<file path="src/rtl/swap_ctrl_if.sv">
// Bundle between swap_ctrl and its environment: the swap request/status
// handshake plus the register-file read/write port that swap_ctrl owns.
//   slave  : swap_ctrl side (takes start/addr_a/addr_b/r_data,
//            drives r_address/w_en/w_address/w_data/busy/done)
//   master : environment side (requester plus reg_file), the mirror image
interface swap_ctrl_if #(
  parameter int unsigned N    = 7,
  parameter int unsigned BITS = 8
) ();

  logic            start;
  logic [N-1:0]    addr_a;
  logic [N-1:0]    addr_b;
  logic [BITS-1:0] r_data;
  logic [N-1:0]    r_address;
  logic            w_en;
  logic [N-1:0]    w_address;
  logic [BITS-1:0] w_data;
  logic            busy;
  logic            done;

  modport slave (
    input  start, addr_a, addr_b, r_data,
    output r_address, w_en, w_address, w_data, busy, done
  );

  modport master (
    output start, addr_a, addr_b, r_data,
    input  r_address, w_en, w_address, w_data, busy, done
  );

endinterface

</file>
<file path="src/rtl/swap_ctrl.sv">
// swap_ctrl: swaps the contents of register-file locations A and B in place
// through one BITS-wide temporary register.
//   clk   : rising-edge clock
//   rstn  : asynchronous active-low reset (reg_file shares it)
//   bus   : swap_ctrl_if.slave
//           start/addr_a/addr_b : swap request, addresses captured on accept
//           r_data              : combinational read data at r_address
//           r_address, w_en, w_address, w_data : reg_file port
//           busy                : high in RD_A, RD_B, WR_B
//           done                : one-cycle pulse in FIN
// Sequence: IDLE -> RD_A (tmp <= mem[A]) -> RD_B (mem[A] <= mem[B])
//           -> WR_B (mem[B] <= tmp) -> FIN -> IDLE. Equal addresses go
//           straight from IDLE to FIN with no writes.
// Port outputs are decoded combinationally from state, a_q, b_q, tmp_q and
// r_data, because mem[B] must be forwarded to w_data in the cycle it is read.
// Optional build macro SWAP_PEND_EN: one-deep pending request slot that
// captures a start arriving while a swap is in progress and launches it
// from FIN (or from IDLE if it was captured during FIN).
module swap_ctrl #(
  parameter int unsigned N    = 7,
  parameter int unsigned BITS = 8
) (
  input  logic        clk,
  input  logic        rstn,
  swap_ctrl_if.slave  bus
);

  typedef enum logic [2:0] {
    IDLE = 3'd0,
    RD_A = 3'd1,
    RD_B = 3'd2,
    WR_B = 3'd3,
    FIN  = 3'd4
  } state_t;

  state_t          state_q, state_d;
  logic [N-1:0]    a_q, a_d;
  logic [N-1:0]    b_q, b_d;
  logic [BITS-1:0] tmp_q, tmp_d;

`ifdef SWAP_PEND_EN
  logic            pend_v_q, pend_v_d;
  logic [N-1:0]    pend_a_q, pend_a_d;
  logic [N-1:0]    pend_b_q, pend_b_d;
`endif

  // Launch request from the current state's decode, applied after the case.
  logic            go;
  logic [N-1:0]    go_a;
  logic [N-1:0]    go_b;

  logic            busy;
  logic            done;
  logic            w_en;
  logic [N-1:0]    r_address;
  logic [N-1:0]    w_address;
  logic [BITS-1:0] w_data;

  // State registers
  always_ff @(posedge clk or negedge rstn) begin
    if (!rstn) begin
      state_q  <= IDLE;
      a_q      <= '0;
      b_q      <= '0;
      tmp_q    <= '0;
`ifdef SWAP_PEND_EN
      pend_v_q <= 1'b0;
      pend_a_q <= '0;
      pend_b_q <= '0;
`endif
    end else begin
      state_q  <= state_d;
      a_q      <= a_d;
      b_q      <= b_d;
      tmp_q    <= tmp_d;
`ifdef SWAP_PEND_EN
      pend_v_q <= pend_v_d;
      pend_a_q <= pend_a_d;
      pend_b_q <= pend_b_d;
`endif
    end
  end

  // Next-state and output decode
  always_comb begin
    state_d   = state_q;
    a_d       = a_q;
    b_d       = b_q;
    tmp_d     = tmp_q;
`ifdef SWAP_PEND_EN
    pend_v_d  = pend_v_q;
    pend_a_d  = pend_a_q;
    pend_b_d  = pend_b_q;
`endif
    go        = 1'b0;
    go_a      = bus.addr_a;
    go_b      = bus.addr_b;
    busy      = 1'b0;
    done      = 1'b0;
    w_en      = 1'b0;
    r_address = a_q;
    w_address = '0;
    w_data    = '0;

    case (state_q)
      IDLE: begin
        go = bus.start;
`ifdef SWAP_PEND_EN
        // A request parked during FIN is served first; a concurrent start is dropped.
        if (pend_v_q) begin
          go       = 1'b1;
          go_a     = pend_a_q;
          go_b     = pend_b_q;
          pend_v_d = 1'b0;
        end
`endif
      end
      RD_A: begin
        busy      = 1'b1;
        r_address = a_q;
        tmp_d     = bus.r_data;
        state_d   = RD_B;
      end
      RD_B: begin
        busy      = 1'b1;
        r_address = b_q;
        w_en      = 1'b1;
        w_address = a_q;
        w_data    = bus.r_data;
        state_d   = WR_B;
      end
      WR_B: begin
        busy      = 1'b1;
        w_en      = 1'b1;
        w_address = b_q;
        w_data    = tmp_q;
        state_d   = FIN;
      end
      FIN: begin
        done    = 1'b1;
        state_d = IDLE;
`ifdef SWAP_PEND_EN
        if (pend_v_q) begin
          go       = 1'b1;
          go_a     = pend_a_q;
          go_b     = pend_b_q;
          pend_v_d = 1'b0;
        end
`endif
      end
      default: state_d = IDLE;
    endcase

    if (go) begin
      a_d     = go_a;
      b_d     = go_b;
      state_d = (go_a != go_b) ? RD_A : FIN;
    end

`ifdef SWAP_PEND_EN
    // Park one request that arrives while a swap is in flight.
    if (bus.start && (state_q != IDLE) && !pend_v_q) begin
      pend_v_d = 1'b1;
      pend_a_d = bus.addr_a;
      pend_b_d = bus.addr_b;
    end
`endif
  end

  assign bus.busy      = busy;
  assign bus.done      = done;
  assign bus.w_en      = w_en;
  assign bus.r_address = r_address;
  assign bus.w_address = w_address;
  assign bus.w_data    = w_data;

endmodule

</file>
<file path="src/flat_wrapper.sv">
// flat-port wrapper written by rule: the top's interface ports become plain ports
module swap_ctrl_flat 
#(
  parameter int unsigned N    = 7,
  parameter int unsigned BITS = 8
)
  (clk, rstn, bus_start, bus_addr_a, bus_addr_b, bus_r_data, bus_r_address, bus_w_en, bus_w_address, bus_w_data, bus_busy, bus_done);
  swap_ctrl_if #(.N(N), .BITS(BITS)) bus_i ();
  input  logic clk;
  input  logic rstn;
  input wire logic [$bits(bus_i.start)-1:0] bus_start;
  input wire logic [$bits(bus_i.addr_a)-1:0] bus_addr_a;
  input wire logic [$bits(bus_i.addr_b)-1:0] bus_addr_b;
  input wire logic [$bits(bus_i.r_data)-1:0] bus_r_data;
  output wire logic [$bits(bus_i.r_address)-1:0] bus_r_address;
  output wire logic [$bits(bus_i.w_en)-1:0] bus_w_en;
  output wire logic [$bits(bus_i.w_address)-1:0] bus_w_address;
  output wire logic [$bits(bus_i.w_data)-1:0] bus_w_data;
  output wire logic [$bits(bus_i.busy)-1:0] bus_busy;
  output wire logic [$bits(bus_i.done)-1:0] bus_done;
  assign bus_i.start = bus_start;
  assign bus_i.addr_a = bus_addr_a;
  assign bus_i.addr_b = bus_addr_b;
  assign bus_i.r_data = bus_r_data;
  assign bus_r_address = bus_i.r_address;
  assign bus_w_en = bus_i.w_en;
  assign bus_w_address = bus_i.w_address;
  assign bus_w_data = bus_i.w_data;
  assign bus_busy = bus_i.busy;
  assign bus_done = bus_i.done;
  swap_ctrl #(.N(N), .BITS(BITS)) u_core (.clk(clk), .rstn(rstn), .bus(bus_i));
endmodule
</file>
<file path="config.mk">
export PLATFORM = sky130hd
export DESIGN_NAME = swap_ctrl_flat
export DESIGN_NICKNAME = d
export VERILOG_FILES = /design/src/rtl/swap_ctrl_if.sv /design/src/rtl/swap_ctrl.sv /design/src/flat_wrapper.sv
export SDC_FILE = /design/constraint.sdc
export NUM_CORES = 1
export LEC_CHECK = 0
export BUFFER_PORTS_ARGS = -buffer_cell sky130_fd_sc_hd__buf_2
export CORE_UTILIZATION = 30
export CTS_CLUSTER_SIZE = 16
export DETAILED_ROUTE_END_ITERATION = 7
export PLACE_DENSITY = 0.61
export SYNTH_ARGS = -nofsm -noshare
export SYNTH_HDL_FRONTEND = slang
export SYNTH_SLANG_ARGS = --single-unit
</file>
<file path="constraint.sdc">
create_clock -name clk -period 1.41 [get_ports clk]
set_input_delay 0.141 -clock clk [delete_from_list [all_inputs] [get_ports clk]]
set_output_delay 0.141 -clock clk [all_outputs]
set_load 0.01 [all_outputs]
</file>
## After elaboration in Yosys (flattened, before gate mapping)

Index checks and enable logic that the tools add are counted.

| word-level totals | value |
|---|---|
| register bits after elaboration | 25 |
| output and inout bits | 25 |
| word-level logic and storage cells | 23 |

| operators by class | value |
|---|---|
| equal/unequal tests | 6 |
| muxes and demuxes | 10 |
| reduce and logical (&&, ||, !) cells | 3 |

Operators by type and width:

| kind | count |
|---|---|
| $pmux 8 s2 | 1 |
| $pmux 7 s2 | 1 |
| $pmux 3 s4 | 1 |
| $mux 7 | 1 |
| $ne 7x7->1 | 1 |
| $eq 3x2->1 const B | 2 |
| $mux 3 | 2 |
| $mux 1 | 4 |
| $eq 3x1->1 const B | 1 |
| $eq 3x3->1 const B | 1 |
| $logic_not 3->1 | 1 |
| $reduce_or 3->1 | 1 |
| $ne 2x1->1 const B | 1 |
| $reduce_or 2->1 | 1 |

## Depth between registers and ports, before layout

| logic depth | value |
|---|---|
| depth after elaboration | 3 |
| gate-level depth with buffers | 6 |

## Least setup slack after synthesis

Ideal clock, no wire load.

| timing path | value |
|---|---|
| kind | register -> register |
| start point | register u_core.state_q[2] |
| end point | register u_core.a_q[0] |
| setup time | 125 ps |
| arrival | 1,422 ps |
| path slack | -137 ps |
| cell stages (with the launch flop) | 5 |
| path buffers | 2 |
| period minus slack after synthesis | 1,547 ps |
| cells stage by stage | dfrtp_1 > buf_6 > nor4b_4 > buf_8 > mux2_4 |

| on the way | value |
|---|---|
| longest elaborated chain between the ends | 2 |

RTL lines:

| item | RTL line | source |
|---|---|---|
| from (decl) | swap_ctrl.sv:36 | `state_t state_q, state_d;` |
| from (signal assigned) | swap_ctrl.sv:72 | `state_q <= state_d;` |
| $logic_not 3->1 | swap_ctrl.sv:105 | `case (state_q)` |
| $mux 1 | swap_ctrl.sv:105 |  |
| to (signal assigned) | swap_ctrl.sv:63 | `a_q <= '0;` |
| to (signal assigned) | swap_ctrl.sv:73 | `a_q <= a_d;` |
| to (decl) | swap_ctrl.sv:37 | `logic [N-1:0] a_q, a_d;` |

No other way between the ends.
A chain may end at the register's enable or synchronous reset.

## Final worst setup path

| timing path | value |
|---|---|
| start point | register u_core.state_q[0] |
| end point | output port bus_r_address[0] |

| on the way | value |
|---|---|
| longest elaborated chain between the ends | 2 |

RTL lines:

| item | RTL line | source |
|---|---|---|
| $eq 3x2->1 | swap_ctrl.sv:105 |  |
| $mux 7 | swap_ctrl.sv:105 |  |
| to (decl) | flat_wrapper.sv:15 | `output wire logic [$bits(bus_i.r_address)-1:0] bus_r_address;` |

No other way between the ends.

==> flow_results.org <==
** Outcome
- Status :: complete, but fails checks
- The checks that failed: negative setup slack.

** Drt
- Total met2 wirelength after detailed routing :: 1.64 mm
- The detailed router put a total of 1.57 mm of wire on met1.
- Number of remaining DRC errors :: 0
- The highest layer touched by signal routing is met4.
- Drt via density :: 4.86
- The first detailed-routing pass ran for 3 iterations.
- Count of nets left with antenna violations after detail routing :: 0
- In this run, the number of DRC markers left after iteration 0 of detailed routing was 26.
- Across all layers, the routed design uses 1132 vias.
- DR WL met3 :: 132 µm
- Wire length reported by the detailed router :: 3.40 mm
- Post-DR wirelength/cell :: 14.6 µm

** Logic synthesis
- The share of the Yosys chip area taken by registers is 0.431.
- Synthesized area per cell :: 12.5 µm²
- Synthesized area :: 0.00145 mm²
- Count of warnings emitted by yosys :: 0
- The synthesized design contains 25 register bits.
- Number of distinct standard cells referenced by the synthesized netlist :: 25
- Number of instances in the synthesized netlist :: 116
- Synthesis produced a netlist with a net count of 141.

** Final layout
- Count of inserted antenna diode cells :: 0
- At the end of the flow the core is filled with cells to 0.492.
- The net count of the finished layout is 207.
- Compared with the post-synthesis result, the final layout area differs by 52.8%.
- In the final layout, the share of cells above drive strength 1 is 0.702.

** Power
- Power spread over the standard cell area amounts to 2620 mW/mm².
- Of the total power, the share spent switching nets is 0.360.
- Peak VDD IR :: 1.09 mV
- Combinational Power Share :: 0.685
- Summed over all nets, the switching power comes to 0.00209 W.
- Power share of the sequential group :: 0.241
- Static leakage :: 1.04 nW
- P_int :: 0.00371 W
- Relative contribution of the clock network to total power :: 0.074

** GRT
- Global-route wire length before repair :: 5.39 mm
- For this run the aggregate overflow at the end of global routing stands at 0.
- Maximum number of pins on one net before global-route repair :: 26
- The number of global-route vias before repair is 1086.
- Total track usage :: 0.137
- The initial antenna violation count came to 0.

** Setup path
- Worst Reg-to-Reg Cells :: 5
- The most critical setup path has its startpoint at u_core.state_q[0]$_DFFE_PN0P_.
- Start-to-end type of the worst setup path :: reg -> out
- R2R setup slack :: -240 ps
- Timing endpoint of the critical path :: bus_r_address[0]
- Along the worst path, the maximum fanout reaches 8.
- Category of the worst setup path capture point :: primary output
- For the worst setup path, the data arrival time is 1510 ps.
- The startpoint identified for the worst register-to-register timing path is u_core.state_q[0]$_DFFE_PN0P_.
- The endpoint identified for the worst register-to-register timing path is u_core.a_q[4]$_DFFE_PN0P_.
- STA classifies the critical path startpoint as a register.
- CP required :: 1270 ps

** Placement
- Placer Congestion :: 0.730
- OpenSTA, run right after detailed placement, puts the worst setup slack at -63.6 ps.
- Port buffering added 49 buffers.
- Dpl hpwl :: 2.43 mm

** Floorplan
- Measured along the y axis, the die boundary spans 71.5 µm.
- Placement Rows :: 24
- Die area :: 0.00512 mm²
- From left edge to right edge, the die measures 71.5 µm.
- Count of boundary I/O pins :: 50
- Initial core utilization :: 0.322
- The region available for standard cell placement spans 0.00450 mm².

** STA
- Of the available clock period, the critical path in the final layout requires 1.17.
- Relative slew slack :: 0.625
- Counting I/O delays and the setup requirement, the final critical path takes 1650 ps.
- Setup total negative slack on the finished layout was measured at -7720 ps.
- Setup-violating endpoint count in the final report :: 48
- The final hold violation count came to 0.
- Count of final max-slew check failures :: 0
- Clock skew on the completed layout was measured at 3.91 ps.
- RSZ-0062 raised after global routing :: true
- Final critical-path setup slack :: -244 ps
- Static timing analysis puts the maximum clock frequency at 605 MHz.
- Least-Margin Pin Slew :: 562 ps

** Clock tree
- Sinks on Clock Net :: 25
- TritonCTS built the clock tree.
- Buffer levels on the longest clock path :: 2
- Clock transition at the registers of the reported paths :: 90 ps
- Number of clock buffers inserted by TritonCTS :: 3
- CTS placed an instance of sky130_fd_sc_hd__clkbuf_8 at the clock tree root.
- In this run the number of H-tree levels came out at 1.
- Latest clock arrival within the worst-skew pair :: 270 ps

** Hold path
- In this run the worst hold path is classified as in -> reg.

** Flow run
- Max-cap violations :: 0
-- power groups by stage --
stage               clock (W)  combinational, W  sequential (W)
floorplan                   0           0.00198         0.00128
global placement            0           0.00274         0.00136
detailed placement          0           0.00280         0.00140
CTS                  0.000451           0.00362         0.00135
global route         0.000482           0.00421         0.00145
finish               0.000429           0.00397         0.00140
-- layout by cell type, fill, tap and decap left out, types with 2 or more instances in the layout --
master,instances
sky130_fd_sc_hd__buf_2,37
sky130_fd_sc_hd__dfrtp_1,23
sky130_fd_sc_hd__mux2_4,21
sky130_fd_sc_hd__buf_6,17
sky130_fd_sc_hd__nor2_2,12
sky130_fd_sc_hd__mux2i_1,11
sky130_fd_sc_hd__mux2_2,8
sky130_fd_sc_hd__xor2_1,7
sky130_fd_sc_hd__buf_4,7
sky130_fd_sc_hd__nor2_1,4
sky130_fd_sc_hd__buf_12,4
sky130_fd_sc_hd__mux2i_4,3
sky130_fd_sc_hd__nor2_4,3
sky130_fd_sc_hd__clkbuf_8,3
sky130_fd_sc_hd__nor4_1,2
sky130_fd_sc_hd__dfrtp_2,2
-- per-stage QoR --
stage	instance area, µm²	power (W)	std cells	hold WS (ps)
after global routing	2220	0.00614	233	106
after floorplan	1480	0.00326	116	-155
final	2220	0.00580	233	115
after CTS	2100	0.00542	232	106
after global placement	1850	0.00410	222	152
after detailed placement	1850	0.00420	222	172
-- layer usage --
layer	GRT usage	vias up
met1	0.187	554
met4	0.0588	0
li1	-	539
met2	0.220	34
met5	0	-
met3	0.0155	5
-- cell families (layout without fill, tap and decap cells) --
kind of cell,count (synthesis),after routing,synth area share
AO/OA/AOI/OAI,3,3,0.0129
XOR/XNOR,8,8,0.0483
buffers and inverters,8,73,0.0405
flip-flops,25,25,0.431
multiplexers,44,44,0.352
AND/OR/NAND/NOR,28,28,0.115
-- area by class of cell --
class | count | area [µm²]
flip-flops and latches | 25 | 628
well taps | 52 | 65.1
multi-input cells | 83 | 907
repair buffers | 68 | 562
clock buffers | 4 | 45.0
inverters | 1 | 8.76
fillers | 408 | 2290
-- how the worst min path moves through the flow --
| stage | start | to | slack [ps] | cells past startpoint |
|---|---|---|---|---|
| finish | bus_r_data[2] | u_core.tmp_q[2]$_DFFE_PN0P_ | 110 | 2 |
| global route | bus_r_data[2] | u_core.tmp_q[2]$_DFFE_PN0P_ | 110 | 2 |
| CTS | bus_r_data[2] | u_core.tmp_q[2]$_DFFE_PN0P_ | 110 | 2 |
| detailed placement | rstn | u_core.b_q[5]$_DFFE_PN0P_ | 170 | 1 |
| global placement | rstn | u_core.b_q[4]$_DFFE_PN0P_ | 150 | 1 |
| floorplan | rstn | u_core.a_q[0]$_DFFE_PN0P_ | -150 | 0 |
-- worst max-delay path, stage by stage (launching register included) --
cell	delay, ps
sky130_fd_sc_hd__dfrtp_2	420
sky130_fd_sc_hd__nor3b_2	190
sky130_fd_sc_hd__buf_6	190
sky130_fd_sc_hd__mux2_4	320
sky130_fd_sc_hd__buf_6	120
-- flip-flops by register name, summed over array words and instances (netlist names) --
signal / count
u_core.tmp_q: 8
u_core.a_q: 7
u_core.b_q: 7
u_core.state_q: 3
-- Yosys cell counts, drive strengths merged --
cell / number / area (µm²)
a21oi: 1 / 5.00
a31o: 1 / 8.76
and2: 2 / 13.8
buf: 5 / 46.3
clkbuf: 2 / 8.75
dfrtp: 25 / 626
inv: 1 / 3.75
mux2: 29 / 360
mux2i: 15 / 150
nor2: 19 / 71.3
nor3: 1 / 5.00
nor3b: 2 / 31.3
nor4: 2 / 12.5
nor4b: 1 / 23.8
o21ai: 1 / 5.00
or2b: 1 / 8.76
xnor2: 1 / 8.76
xor2: 7 / 61.3
-- what timing repair did --
action | 4_1_cts | 5_1_grt
cloned | 1 | 0
hold endpoints to repair | 25 | 0
hold buffers | 1 | 0
buffers inserted | 4 | 2
pin swaps | 9 | 1
gates resized for setup | 37 | 23
setup endpoints to repair | 47 | 48
(Power assumes the default switching activity.)
